===== src/rtl/uart_tx_scheduler.sv =====
// Round-robin arbiter that shares one UART transmitter among NUM_REQ byte streams.
// Grants are held per burst (up to MAX_BURST bytes or the requester's last byte), then rotated.
module uart_tx_scheduler #(
    parameter int NUM_REQ   = 4,
    parameter int MAX_BURST = 8,
    parameter int IDW       = (NUM_REQ > 1) ? $clog2(NUM_REQ) : 1
) (
    input  logic                   clk,
    input  logic                   rst,
    input  logic [NUM_REQ-1:0]     req_valid,
    input  logic [8*NUM_REQ-1:0]   req_data,
    input  logic [NUM_REQ-1:0]     req_last,
    output logic [NUM_REQ-1:0]     req_ready,
    output logic                   tx_start,
    output logic [7:0]             tx_data,
    input  logic                   tx_busy,
    input  logic                   tx_done,
    output logic [IDW-1:0]         grant_id,
    output logic                   active
);

    // state | meaning
    // IDLE  | no grant held; pick the next valid requester after last_grant
    // SEND  | grant held; accept one byte when the transmitter is free
    // WAIT  | byte launched; wait for the transmitter's end-of-frame pulse
    typedef enum logic [1:0] {IDLE, SEND, WAIT} state_t;

    localparam int BCW = $clog2(MAX_BURST + 1);

    state_t           state;
    logic [IDW-1:0]   last_grant;
    logic [IDW-1:0]   next_id;
    logic [IDW-1:0]   cand;
    logic             any_valid;
    logic [BCW-1:0]   burst_cnt;
    logic             last_flag;

    // Descending scan so the candidate closest after last_grant wins.
    always_comb begin
        any_valid = 1'b0;
        next_id   = last_grant;
        cand      = '0;
        for (int i = NUM_REQ; i >= 1; i--) begin
            cand = IDW'((int'(last_grant) + i) % NUM_REQ);
            if (req_valid[cand]) begin
                any_valid = 1'b1;
                next_id   = cand;
            end
        end
    end

    always_comb begin
        req_ready = '0;
        if (state == SEND && !tx_busy)
            req_ready[grant_id] = 1'b1;
    end

    assign active = (state != IDLE);

    always_ff @(posedge clk or negedge rst) begin
        if (!rst) begin
            state      <= IDLE;
            tx_start   <= 1'b0;
            tx_data    <= '0;
            grant_id   <= '0;
            last_grant <= IDW'(NUM_REQ - 1);
            burst_cnt  <= '0;
            last_flag  <= 1'b0;
        end else begin
            tx_start <= 1'b0;
            case (state)
                IDLE: begin
                    if (any_valid) begin
                        grant_id  <= next_id;
                        burst_cnt <= '0;
                        state     <= SEND;
                    end
                end
                SEND: begin
                    // A stalled requester loses the grant rather than blocking the others.
                    if (!req_valid[grant_id]) begin
                        last_grant <= grant_id;
                        state      <= IDLE;
                    end else if (!tx_busy) begin
                        tx_data   <= req_data[{grant_id, 3'b000} +: 8];
                        tx_start  <= 1'b1;
                        last_flag <= req_last[grant_id];
                        burst_cnt <= burst_cnt + BCW'(1);
                        state     <= WAIT;
                    end
                end
                WAIT: begin
                    if (tx_done) begin
                        if (last_flag || burst_cnt == BCW'(MAX_BURST)) begin
                            last_grant <= grant_id;
                            state      <= IDLE;
                        end else begin
                            state <= SEND;
                        end
                    end
                end
                default: state <= IDLE;
            endcase
        end
    end

endmodule


===== config.mk =====
export PLATFORM = sky130hd
export DESIGN_NAME = uart_tx_scheduler
export DESIGN_NICKNAME = d
export VERILOG_FILES = /design/src/rtl/uart_tx_scheduler.sv
export SDC_FILE = /design/constraint.sdc
export NUM_CORES = 1
export LEC_CHECK = 0
export CORE_ASPECT_RATIO = 1.2
export CORE_MARGIN = 1.5
export CORE_UTILIZATION = 37
export DETAILED_ROUTE_END_ITERATION = 6
export HOLD_SLACK_MARGIN = 0.06
export PLACE_DENSITY = 0.76
export SLEW_MARGIN = 20
export SYNTH_ARGS = -nofsm -noshare
export SYNTH_HDL_FRONTEND = slang
export SYNTH_SLANG_ARGS = --single-unit

===== constraint.sdc =====
create_clock -name clk -period 1.6 [get_ports clk]
set_input_delay 0.32 -clock clk [delete_from_list [all_inputs] [get_ports clk]]
set_output_delay 0.32 -clock clk [all_outputs]
set_load 0.05 [all_outputs]

=== After elaboration in Yosys (flattened, before gate mapping) ===
Index checks and enable logic that the tools add are counted.

* Mux-type cells: 40
* Bitwise operators: 1
* Eq/ne operators: 10
* Order comparisons: 6
* Shift-type cells: 1
* Reductions and logical operators: 13
* Add/subtract/negate cells: 5

{| class="wikitable"
|+ Operators by type and width
! operator !! number
|-
| 32-bit by 6-bit variable part select with 8-bit output || 1
|-
| 2-bit two-way mux || 11
|-
| 4-bit two-way mux || 4
|-
| 2-bit by 3-bit less-than comparator with 1-bit output, second input constant || 5
|-
| 1-bit two-way mux || 15
|-
| 1-bit binary-select mux with 2-bit select || 6
|-
| 2-bit != test, second input constant || 5
|-
| 4-bit one-hot mux with 2 select lines || 1
|-
| 4-bit AND reduction || 2
|-
| 2-bit one-hot mux with 3 select lines || 1
|-
| 3-bit AND reduction || 2
|-
| 2-bit nonzero test || 3
|-
| 2-bit by 1-bit adder with 2-bit output, second input constant || 2
|-
| 2-bit adder, second input constant || 2
|-
| 4-bit by 1-bit adder with 4-bit output, second input constant || 1
|-
| 4-bit equality test, second input constant || 1
|-
| 2-bit one-hot mux with 2 select lines || 1
|-
| 3-bit != test, second input constant || 1
|-
| 1-bit demux with 2-bit select || 1
|-
| 2-bit by 1-bit equality test with 1-bit output, second input constant || 1
|-
| 2-bit equality test, second input constant || 1
|-
| 2-bit by 1-bit >= comparator with 1-bit output, second input constant || 1
|-
| 1-bit logical AND || 2
|-
| 2-bit logical NOT || 1
|-
| other kinds (5) || 5
|}

* Register bits after elaboration: 20
* Word-level logic and storage cells: 83
* Input port bits: 44
* Output and inout port bits: 16

=== Logic depth before layout (Yosys ltp) ===
* Word-level depth: 9
* Mapped depth: 7
* Depth with buffers taken out: 5

=== Worst setup path before layout ===
Ideal clock, no wire load.

* Path type: register to output
* From: register grant_id[0]
* To: output req_ready[0]
* Path slack: -0.934 ns
* Arrival time: 2.214 ns
* Buffers on the path: 2
* Data required time: 1.280 ns
* Cell stages (with the launch flop): 4
* Cell sequence: dfrtp_1 > buf_6 > clkbuf_1 > nor3b_1

* Word-level cells in the longest chain between the ends: 5
* Elaborated cells between the ends (all ways): 6

{| class="wikitable"
|+ Ends and longest elaborated chain
! item !! line !! text
|-
| from (decl) || 18 || <nowiki>output logic [IDW-1:0] grant_id,</nowiki>
|-
| from (signal assigned) || 74 || <nowiki>grant_id <= next_id;</nowiki>
|-
| 2-bit by 3-bit less-than comparator with 1-bit output (implied by the code) or 2-bit by 1-bit >= comparator with 1-bit output (tied branches) || 55 || <nowiki>req_ready[grant_id] = 1'b1;</nowiki>
|-
| 1-bit logical AND (implied by the code) || 55 ||
|-
| 1-bit two-way mux (implied by the code) || 55 ||
|-
| 1-bit demux with 2-bit select * || 55 ||
|-
| 4-bit two-way mux * || 54 || <nowiki>if (state == SEND && !tx_busy)</nowiki>
|-
| to (decl) || 13 || <nowiki>output logic [NUM_REQ-1:0] req_ready,</nowiki>
|}

Mark *: on every way between the ends. The rest lies on a longest branch, timed or not.

=== Worst setup path in the final report ===
* From: register state[1]
* To: output req_ready[0]

* Word-level cells in the longest chain between the ends: 3

{| class="wikitable"
|+ Ends and longest elaborated chain
! item !! line !! text
|-
| from (decl) || 30 || <nowiki>state_t state;</nowiki>
|-
| from (signal assigned) || 62 || <nowiki>state <= IDLE;</nowiki>
|-
| from (signal assigned) || 76 || <nowiki>state <= SEND;</nowiki>
|-
| from (signal assigned) || 83 || <nowiki>state <= IDLE;</nowiki>
|-
| 2-bit by 1-bit equality test with 1-bit output || 54 ||
|-
| 1-bit logical AND || 54 ||
|-
| 4-bit two-way mux || 54 ||
|}

No other way between the ends.

==> out/summary.txt <==
Ys async rst share = 100%
Worst path top cell family by delay = simple AND/OR/NAND/NOR gates
EDFF count, synth = 0
Final setup margin = -0.122 ns
Post-layout nets = 230
Post-synthesis mux area share = 34.5%
Post-synthesis xor/xnor area fraction = 0%
DR pass1 iterations = 4
Remaining antenna violation count = 0
Initial antenna violation count = 0
Final-layout fill cell count = 239
Crit Path Class = reg2out
Worst Path Max Fanout = 4
Syn Nets = 150
Worst path cell trace = nor3b_2 > buf_4 > nor3b_4 > buf_12
TritonCTS clock tree = done
Syn. warnings = 0
Clk pin slew, worst setup/hold paths = 0.08 ns
Post-synthesis compound-gate area fraction = 9.15%
Multi-input logic area = 781 um2
Status = finished with violations
Worst EP required = 1.28 ns
Setup Viol. Count Final = 16
Largest net degree at the start of global routing = 21
Initial Util = 38.5%
Setup TNS = -1.16 ns
Die ar. = 0.00384 mm2
Worst hold slack = 0.399 ns
Crit end category = output pin
DP HPWL = 2.78 mm
Global Route Usage Sum = 18.7%
Final Max Slew Viols = 0
Final Util = 67.4%
Mapped Avg Cell Area = 12.4 um2
Cell count after synthesis = 104
FMAX = 581 MHz
LEAKAGE = 1.00 nW
Die height = 67.6 um
Post-synth cell types = 29
Sequential fraction of the synthesis area = 39.1%
Cell Pwr Density = 1840 mW/mm2
Port bufs = 59
Period utilisation layout = 108%
DR vias = 1158
Core Area = 0.00334 mm2
Routed length per instance = 16.4 um
Peak supply drop = 1160 uV
Row cnt = 23
Die X = 56.8 um
Area grow syn2layout = 75.0%
Adder-Cell Fraction of Synth Area = 1.95%
Final wirelength = 3.61 mm
Worst path slowest cell = dfrtp_1
Clk sinks = 20
DRC viols = 0
Max cap viols = 0
Worst stage delay on the critical path = 0.40 ns
Antenna cells = 0
Relative slew margins = 75.0%
Total grt overflow = 0
Via density = 5.26
First-pass GRT wire length = 5.55 mm
Register area = 505 um2
H-tree levels = 1
Register bit total from synthesis = 20
Synthesized area = 0.00128 mm2
WP buf/inv = 2
Worst Setup Start Kind = register
CTS max path bufs = 2
Root Buffer = clkbuf_8
Largest family of logic cells by synthesized area = multiplexers
Most common cell after layout, fill and taps aside = clkdlybuf4s50_1
Hold WC Path Type = in2async
WP data arrival = 1.40 ns
Final hold violation count = 0
Latest clock arrival within the worst-skew pair = 0.26 ns
RSZ-0062 raised after global routing = true
Final min period = 1.72 ns
Overall power = 4.14 mW
GPL Wtd Cong = 0.762
Drt first-iter violations = 7
Simple-Gate Fraction of Synth Area = 9.15%
Predominant post-synthesis flop cell = dfrtp_1
Slew @ Worst Pin = 0.371 ns
Ports = 60
Most frequent cells in the layout = clkdlybuf4s50_1, buf_4, dfrtp_1
Share of cells above drive strength 1 = 43.2%
Skew final = 0.00539 ns
Hold_buf cts = 0
Number of global-route vias before repair = 1200
CTS buffer count = 3
Failing checks = negative setup slack
==> worst reg2reg max path, stage by stage (launching register included) <==
cell,delay (ns)
dfrtp_2,0.39
mux4_2,0.56
buf_6,0.16
nand2_8,0.09
clkinv_8,0.08
mux2_4,0.30
==> sequential cells by signal (all words and copies together), names as in the netlist <==
name	cells
tx_start	1
burst_cnt	4
state	2
tx_data	8
last_grant	2
grant_id	2
last_flag	1
==> metal layers <==
layer	routed length, um	up-vias	part of all wire (%)	GRT usage, %
met5	0	-	0	0
met3	204	2	5.7	4.60
met1	1490	572	41	24.1
met2	1900	38	53	32.7
met4	7	0	0.19	3.49
li1	-	546	-	-
==> Yosys cell counts (2+ instances only) <==
library cell | n | area share (%)
o22ai_1 | 2 | 0.97
nor4_1 | 2 | 0.97
clkbuf_1 | 4 | 1.2
buf_6 | 2 | 1.8
nand3_1 | 2 | 0.78
nor3b_1 | 3 | 1.8
or2_2 | 2 | 0.97
a21oi_1 | 6 | 2.3
and3_1 | 2 | 0.97
mux4_2 | 5 | 8.8
mux2i_1 | 3 | 2.3
mux2_4 | 9 | 11
mux4_1 | 5 | 10
mux2_2 | 3 | 2.6
o21ai_0 | 2 | 0.78
dfrtp_1 | 18 | 35
a31oi_1 | 3 | 1.5
nand2_1 | 8 | 2.3
dfstp_2 | 2 | 4.1
inv_1 | 9 | 2.6
ha_1 | 2 | 1.9
nor2_1 | 3 | 0.88
==> what timing repair did <==
action,in CTS,in global routing
endpoints found under the setup margin,17,20
buffers inserted,4,3
resized for setup,12,11
pin swaps,3,6
gates cloned,0,1
==> cell type report <==
| cell class | instances | share of cell area, % |
|---|---|---|
| Multi-Input combinational cell | 67 | 34.7 |
| Tap cell | 37 | 2.06 |
| Timing Repair inverter | 1 | 0.501 |
| Timing Repair Buffer | 81 | 35.6 |
| Clock buffer | 4 | 2.45 |
| Inverter | 10 | 2.23 |
| Sequential cell | 20 | 22.5 |
==> per-stage QoR <==
| stage | cell area [um2] | cells | setup slack (ns) |
|---|---|---|---|
| 2_1_floorplan | 1340 | 104 | -0.340 |
| 3_3_place_gp | 2060 | 208 | -0.366 |
| 3_5_place_dp | 2060 | 208 | -0.393 |
| 4_1_cts | 2170 | 216 | -0.123 |
| 5_1_grt | 2250 | 220 | -0.187 |
| 6_report | 2250 | 220 | -0.122 |
==> report_power, final <==
| group | internal [mW] | switching [mW] | total [mW] |
|---|---|---|---|
| logic | 1.38 | 1.45 | 2.83 |
| registers | 0.753 | 0.169 | 0.922 |
| clock network | 0.219 | 0.162 | 0.381 |
==> path summary, 6_finish.rpt <==
kind	startpoint	slack, ns	endpoint	cells after the start
max reg2reg	grant_id[0]$_DFFE_PN0P_	-0.10	tx_data[0]$_DFFE_PN0P_	5
max in group asynchronous	rst	0.93	last_grant[0]$_DFFE_PN1P_	2
min in group clk	burst_cnt[2]$_DFFE_PN0P_	0.49	burst_cnt[2]$_DFFE_PN0P_	1
min	rst	0.40	tx_data[4]$_DFFE_PN0P_	2
min reg2reg	burst_cnt[2]$_DFFE_PN0P_	0.49	burst_cnt[2]$_DFFE_PN0P_	1
max	state[1]$_DFFE_PN0P_	-0.12	req_ready[0]	4
==> kinds of logic (layout without fill, tap and decap cells) <==
group | after synthesis | count (layout)
muxes | 25 | 25
and+or+nand+nor | 23 | 23
DFF | 20 | 20
AOI/OAI and AO/OA | 17 | 17
buffers and inverters | 17 | 96
adders and majority gates | 2 | 2
Note: power is estimated with default switching activity, not from simulation.
==> edit 1 (config.mk and constraints unchanged) <==
Encoding of `state_t`: now one-hot (3 bits for 3 states).
--- a/src/rtl/uart_tx_scheduler.sv
+++ b/src/rtl/uart_tx_scheduler.sv
@@ -24,5 +24,5 @@
     // SEND  | grant held; accept one byte when the transmitter is free
     // WAIT  | byte launched; wait for the transmitter's end-of-frame pulse
-    typedef enum logic [1:0] {IDLE, SEND, WAIT} state_t;
+    typedef enum logic [2:0] {IDLE = 3'b001, SEND = 3'b010, WAIT = 3'b100} state_t;
 
     localparam int BCW = $clog2(MAX_BURST + 1);
Formal check against the unedited RTL: no difference found for any inputs over 4 cycles, from zero or initial values and one cycle with rst low; so few cycles prove little.
==> edit 1 against the unedited design <==
  * The flow still finishes with violations (setup timing)
  * Sequential power grew 6.5%
  * Area after synthesis is 8.0% higher
  * Final area is 4.6% higher
  * Total power down 5.0%
  * Critical path depth did not move
  * Worst setup slack worse by 58 ps
  * Non-clock buffer count increased by 1
  * Wire length increased by 11%
  * Via count grew 14%
  * Synthesized cell count increased by 13%
  * Hold slack worse by 6.2 ps
  * Sequential cell count increased by 1
  * Highest routed layer unchanged
==> edit 1: results (changes against the unedited design) <==
stage,metric,value,unit,change
layout,proportion of layout cells with a drive suffix above 1,41.84,%,was 43.17%
global_route,vias in the first global route,1386,,"was 1,200"
global_route,M3 GR Usage,2.593,%,was 4.598%
outcome,run status,"complete, but fails checks",,unchanged
synth,Netlist cell types,41,,was 29
synth,"top cells by area, synth","dfrtp_1 32%, mux4_2 16%, mux2_2 8.1%",,"was dfrtp_1 35%, mux2_4 11%, mux4_1 10%"
setup_path,worst endpoint data arrival time,1460,ps,was 1400 ps
sta,# setup viols final,7,,was 16
route,final wirelength,4018,um,was 3605 um
setup_path,CP Max Fanout,5,,was 4
route,First DRT Iteration DRCs,38,,was 7
global_route,M2 GR Usage,35.06,%,was 32.70%
setup_path,reg-to-reg setup timing slack,-60,ps,was -100 ps
place,dpl cell area,2232,um2,was 2063 um2
sta,clk_skew,3.210,ps,was 5.388 ps
power,largest vdd supply drop,0.0008510,V,was 0.001164 V
synth,Mapped Nets,164,,was 150
place,Placer Congestion,0.7532,,was 0.7623
global_route,largest net degree at the start of global routing,22,,was 21
place,dpl ws,-429.9,ps,was -392.6 ps
synth,"Seq/Total Area, Yosys",38.14,%,was 39.14%
global_route,routing usage on met1,23.95,%,was 24.05%
global_route,All-Layer GR Usage,20.03,%,was 18.75%
layout,Largest regs,"tx_data (8), burst_cnt (4), state (3)",,"was tx_data (8), burst_cnt (4)"
sta,worst setup margin,-180.5,ps,was -122.4 ps
sta,Post-Route Setup TNS,-827.7,ps,was -1164 ps
route,routed wire length on met2,2191,um,was 1904 um
cts,# Post-CTS Setup Buffers,1,,was 4
route,Met1 Routed Length,1573,um,was 1488 um
global_route,global-route wire length before repair,6251,um,was 5554 um
outcome,failing checks,setup timing,,unchanged
route,metal3 WL,174,um,was 204 um
setup_path,R2R Path End,state[1],,was tx_data[0]
==> edit 1: how the worst max path moves through the flow <==
| stage | start | end | slack, ps | cells past startpoint |
|---|---|---|---|---|
| after floorplan | grant_id[0] | burst_cnt[1] | -390 | 5 |
| after global placement | req_valid[0] | state[1] | -390 | 5 |
| after detailed placement | req_valid[0] | state[1] | -430 | 5 |
| after CTS | state[0] | req_ready[0] | -180 | 4 |
| after global routing | state[0] | req_ready[0] | -250 | 4 |
| final | state[0] | req_ready[0] | -180 | 4 |
==> edit 1: area by class of cell <==
cell class	count	area (um2)
Clock inverter	1	5.005
Sequential cell	21	531.8
Inverter	9	33.78
Tap cell	39	48.80
Timing Repair Buffer	82	815.8
Fill cell	270	1251
Clock buffer	3	41.29
Multi-Input combinational cell	80	875.8
==> edit 1: metrics by stage <==
stage / hold slack [ps] / power [W] / cells
5_1_grt: 430.5 / 0.004121 / 235
3_3_place_gp: 470.7 / 0.003350 / 227
6_report: 392.6 / 0.003931 / 235
3_5_place_dp: 506.2 / 0.003421 / 227
2_1_floorplan: 24.41 / 0.002594 / 118
4_1_cts: 415.3 / 0.003840 / 232
==> edit 1: report_power, final <==
group	total (W)	internal, W	switching, W	leakage [nW]
combinational	0.00259	0.00125	0.00133	0.770
sequential	0.000982	0.000780	0.000202	0.258
clock	0.000364	0.000174	0.000190	0.0255
==> edit 1: logic make-up after synthesis <==
kind of cell	synth area share, %
adder cells (fa/ha/maj)	1.803
flip-flops	38.14
buffers and inverters	6.041
multiplexers	26.51
AO/OA/AOI/OAI	11.63
AND/OR/NAND/NOR	15.87
==> edit 1: worst max-delay path, stage by stage, from the launching register on <==
cell     delay, ps
dfstp_2        400
nor4b_4        240
buf_4          170
nor3b_4        220
buf_12         160
==> edit 2 (same flow settings) <==
Made on the original files. Set the parameter `MAX_BURST` to 16 (it was 8).
--- a/src/rtl/uart_tx_scheduler.sv
+++ b/src/rtl/uart_tx_scheduler.sv
@@ -3,5 +3,5 @@
 module uart_tx_scheduler #(
     parameter int NUM_REQ   = 4,
-    parameter int MAX_BURST = 8,
+    parameter int MAX_BURST = 16,
     parameter int IDW       = (NUM_REQ > 1) ? $clog2(NUM_REQ) : 1
 ) (
Function: same outputs for any inputs over 4 cycles, from zero or initial values and one cycle with rst low; that may be too few to reach the edited logic, so the function may still have changed.
==> edit 2 against the unedited design <==
  * Largest power group unchanged
  * Synthesized cell count increased by 2.9%
  * The run still ends with setup timing left
  * Final area rose by 5.2%
  * Sequential cell count up 1
  * Total power is 6.0% higher
  * Critical path type unchanged
  * Area after synthesis is 1.9% higher
  * Sequential share of layout area about the same
  * Non-clock buffer count up 5
  * Wire length grew 11%
  * Highest routed layer unchanged
  * Critical path depth is the same
  * Combinational power is 8.5% higher
  * Count of clock-buffer cells in the layout is the same
  * Worst setup slack better by 13 ps
==> edit 2: results (changes against the unedited design) <==
stage,metric,value,unit,change
place,dpl ws,-406.1,ps,was -392.6 ps
route,Met1 Routed Length,1461,um,was 1488 um
cts,CTS buffer count,3,,unchanged
route,metal3 WL,99,um,was 204 um
sta,clk_skew,2.494,ps,was 5.388 ps
synth,synth cell count leaders,"19 x dfrtp_1, 11 x nand2_1, 8 x mux4_2, 6 x mux2_4, 6 x nor2_1",,"was 18 x dfrtp_1, 9 x inv_1, 9 x mux2_4, 8 x nand2_1, 6 x a21oi_1"
route,routed wire length on met2,2316,um,was 1904 um
global_route,vias in the first global route,1323,,"was 1,200"
global_route,All-Layer GR Usage,19.78,%,was 18.75%
layout,proportion of layout cells with a drive suffix above 1,46.60,%,was 43.17%
route,Vias,1249,,"was 1,158"
global_route,initial antenna violation count,0,,unchanged
synth,"Seq/Total Area, Yosys",40.31,%,was 39.14%
place,Detail Placement HPWL,2812,um,was 2780 um
outcome,run status,"complete, but fails checks",,unchanged
sta,worst setup margin,-109.0,ps,was -122.4 ps
place,Port Buffers,59,,unchanged
power,leakage,1.033,nW,was 1.001 nW
route,DR pass1 iterations,4,,unchanged
hold_path,HP Class,in2async,,unchanged
place,dpl cell area,2110,um2,was 2063 um2
global_route,global-route wire length before repair,5865,um,was 5554 um
place,Placer Congestion,0.8673,,was 0.7623
global_route,largest net degree at the start of global routing,22,,was 21
layout,layout net count,238,,was 230
synth,Most used DFF post-synth,dfrtp_1,,unchanged
synth,"top cells by area, synth","dfrtp_1 36%, mux4_2 14%, mux2_4 6.9%",,"was dfrtp_1 35%, mux2_4 11%, mux4_1 10%"
synth,fraction of registers with async set/reset,100.0,%,unchanged
synth,Netlist cell types,36,,was 29
synth,Mapped Nets,153,,was 150
power,largest vdd supply drop,0.001500,V,was 0.001164 V
outcome,failing checks,setup timing,,unchanged
cts,CTS root buf,clkbuf_8,,unchanged
route,First DRT Iteration DRCs,13,,was 7
setup_path,worst endpoint data arrival time,1390,ps,
sta,Slew HR,77.84,%,was 75.01%
synth,synth warn,0,,unchanged
sta,# setup viols final,18,,was 16
route,final wirelength,4018,um,was 3605 um
layout,Largest regs,"tx_data (8), burst_cnt (5)",,"was tx_data (8), burst_cnt (4)"
power,Internal,0.002475,W,was 0.002350 W
sta,Final Hold Fails,0,,unchanged
## edit 2: per-layer routing
layer	global-route usage, %	vias to the layer above
met4	7.849	0
met2	38.65	37
li1	-	566
met1	21.61	628
met5	0	-
met3	2.457	18
## edit 2: cell type report
type	instances	area [um2]
timing repair buffer	86	868.3
timing repair inverter	1	8.758
clock buffer	4	45.04
multi-input combinational	73	830.8
sequential	21	531.8
fill	228	1001
inverter	6	35.03
tap	37	46.29
## edit 2: through the flow
step	setup TNS [ps]	power (W)	instances
finish	-867.0	0.004384	228
global route	-1595	0.004582	228
CTS	-359.6	0.004123	225
detailed placement	-7022	0.003490	215
global placement	-5918	0.003424	215
floorplan	-4576	0.002623	107
## edit 2: timing repair
item                       4_1_cts  5_1_grt
buffers inserted                 6        2
hold buffers                     0        0
pin swaps                        8        9
cloned                           0        2
gates resized for setup         24       16
setup endpoints to repair       18       22
## edit 2: power groups by stage
stage	logic, W	registers [W]	clock network, W
global placement	0.00245	0.000973	0
finish	0.00307	0.000969	0.000349
floorplan	0.00124	0.00138	0
global route	0.00322	0.000997	0.000369
CTS	0.00282	0.000952	0.000350
detailed placement	0.00251	0.000975	0
## edit 2: cells by family after synthesis
family                   Yosys count  synth area share [%]
AO/OA/AOI/OAI                     13                 6.304
adder cells (fa/ha/maj)            2                 1.910
buffers and inverters             13                 6.018
flip-flops                        21                 40.31
multiplexers                      24                 31.23
AND/OR/NAND/NOR                   34                 14.23
## edit 2: path summary, 6_finish.rpt
kind	from	to	slack [ps]	cells after the start
max in group asynchronous	rst	last_grant[0]	930	2
worst max register to register	state[1]	grant_id[1]	-70	6
worst min-delay path	rst	state[0]	400	2
worst min register to register	tx_data[6]	tx_data[6]	520	1
worst max-delay path	state[1]	active	-110	4
min in group clk	tx_data[6]	tx_data[6]	520	1
## edit 2: worst max-delay path, cell delays in order (launching register included)
cell and delay, ps:
dfrtp_2 450, buf_4 140, buf_4 140, or2_4 240
buf_6 160
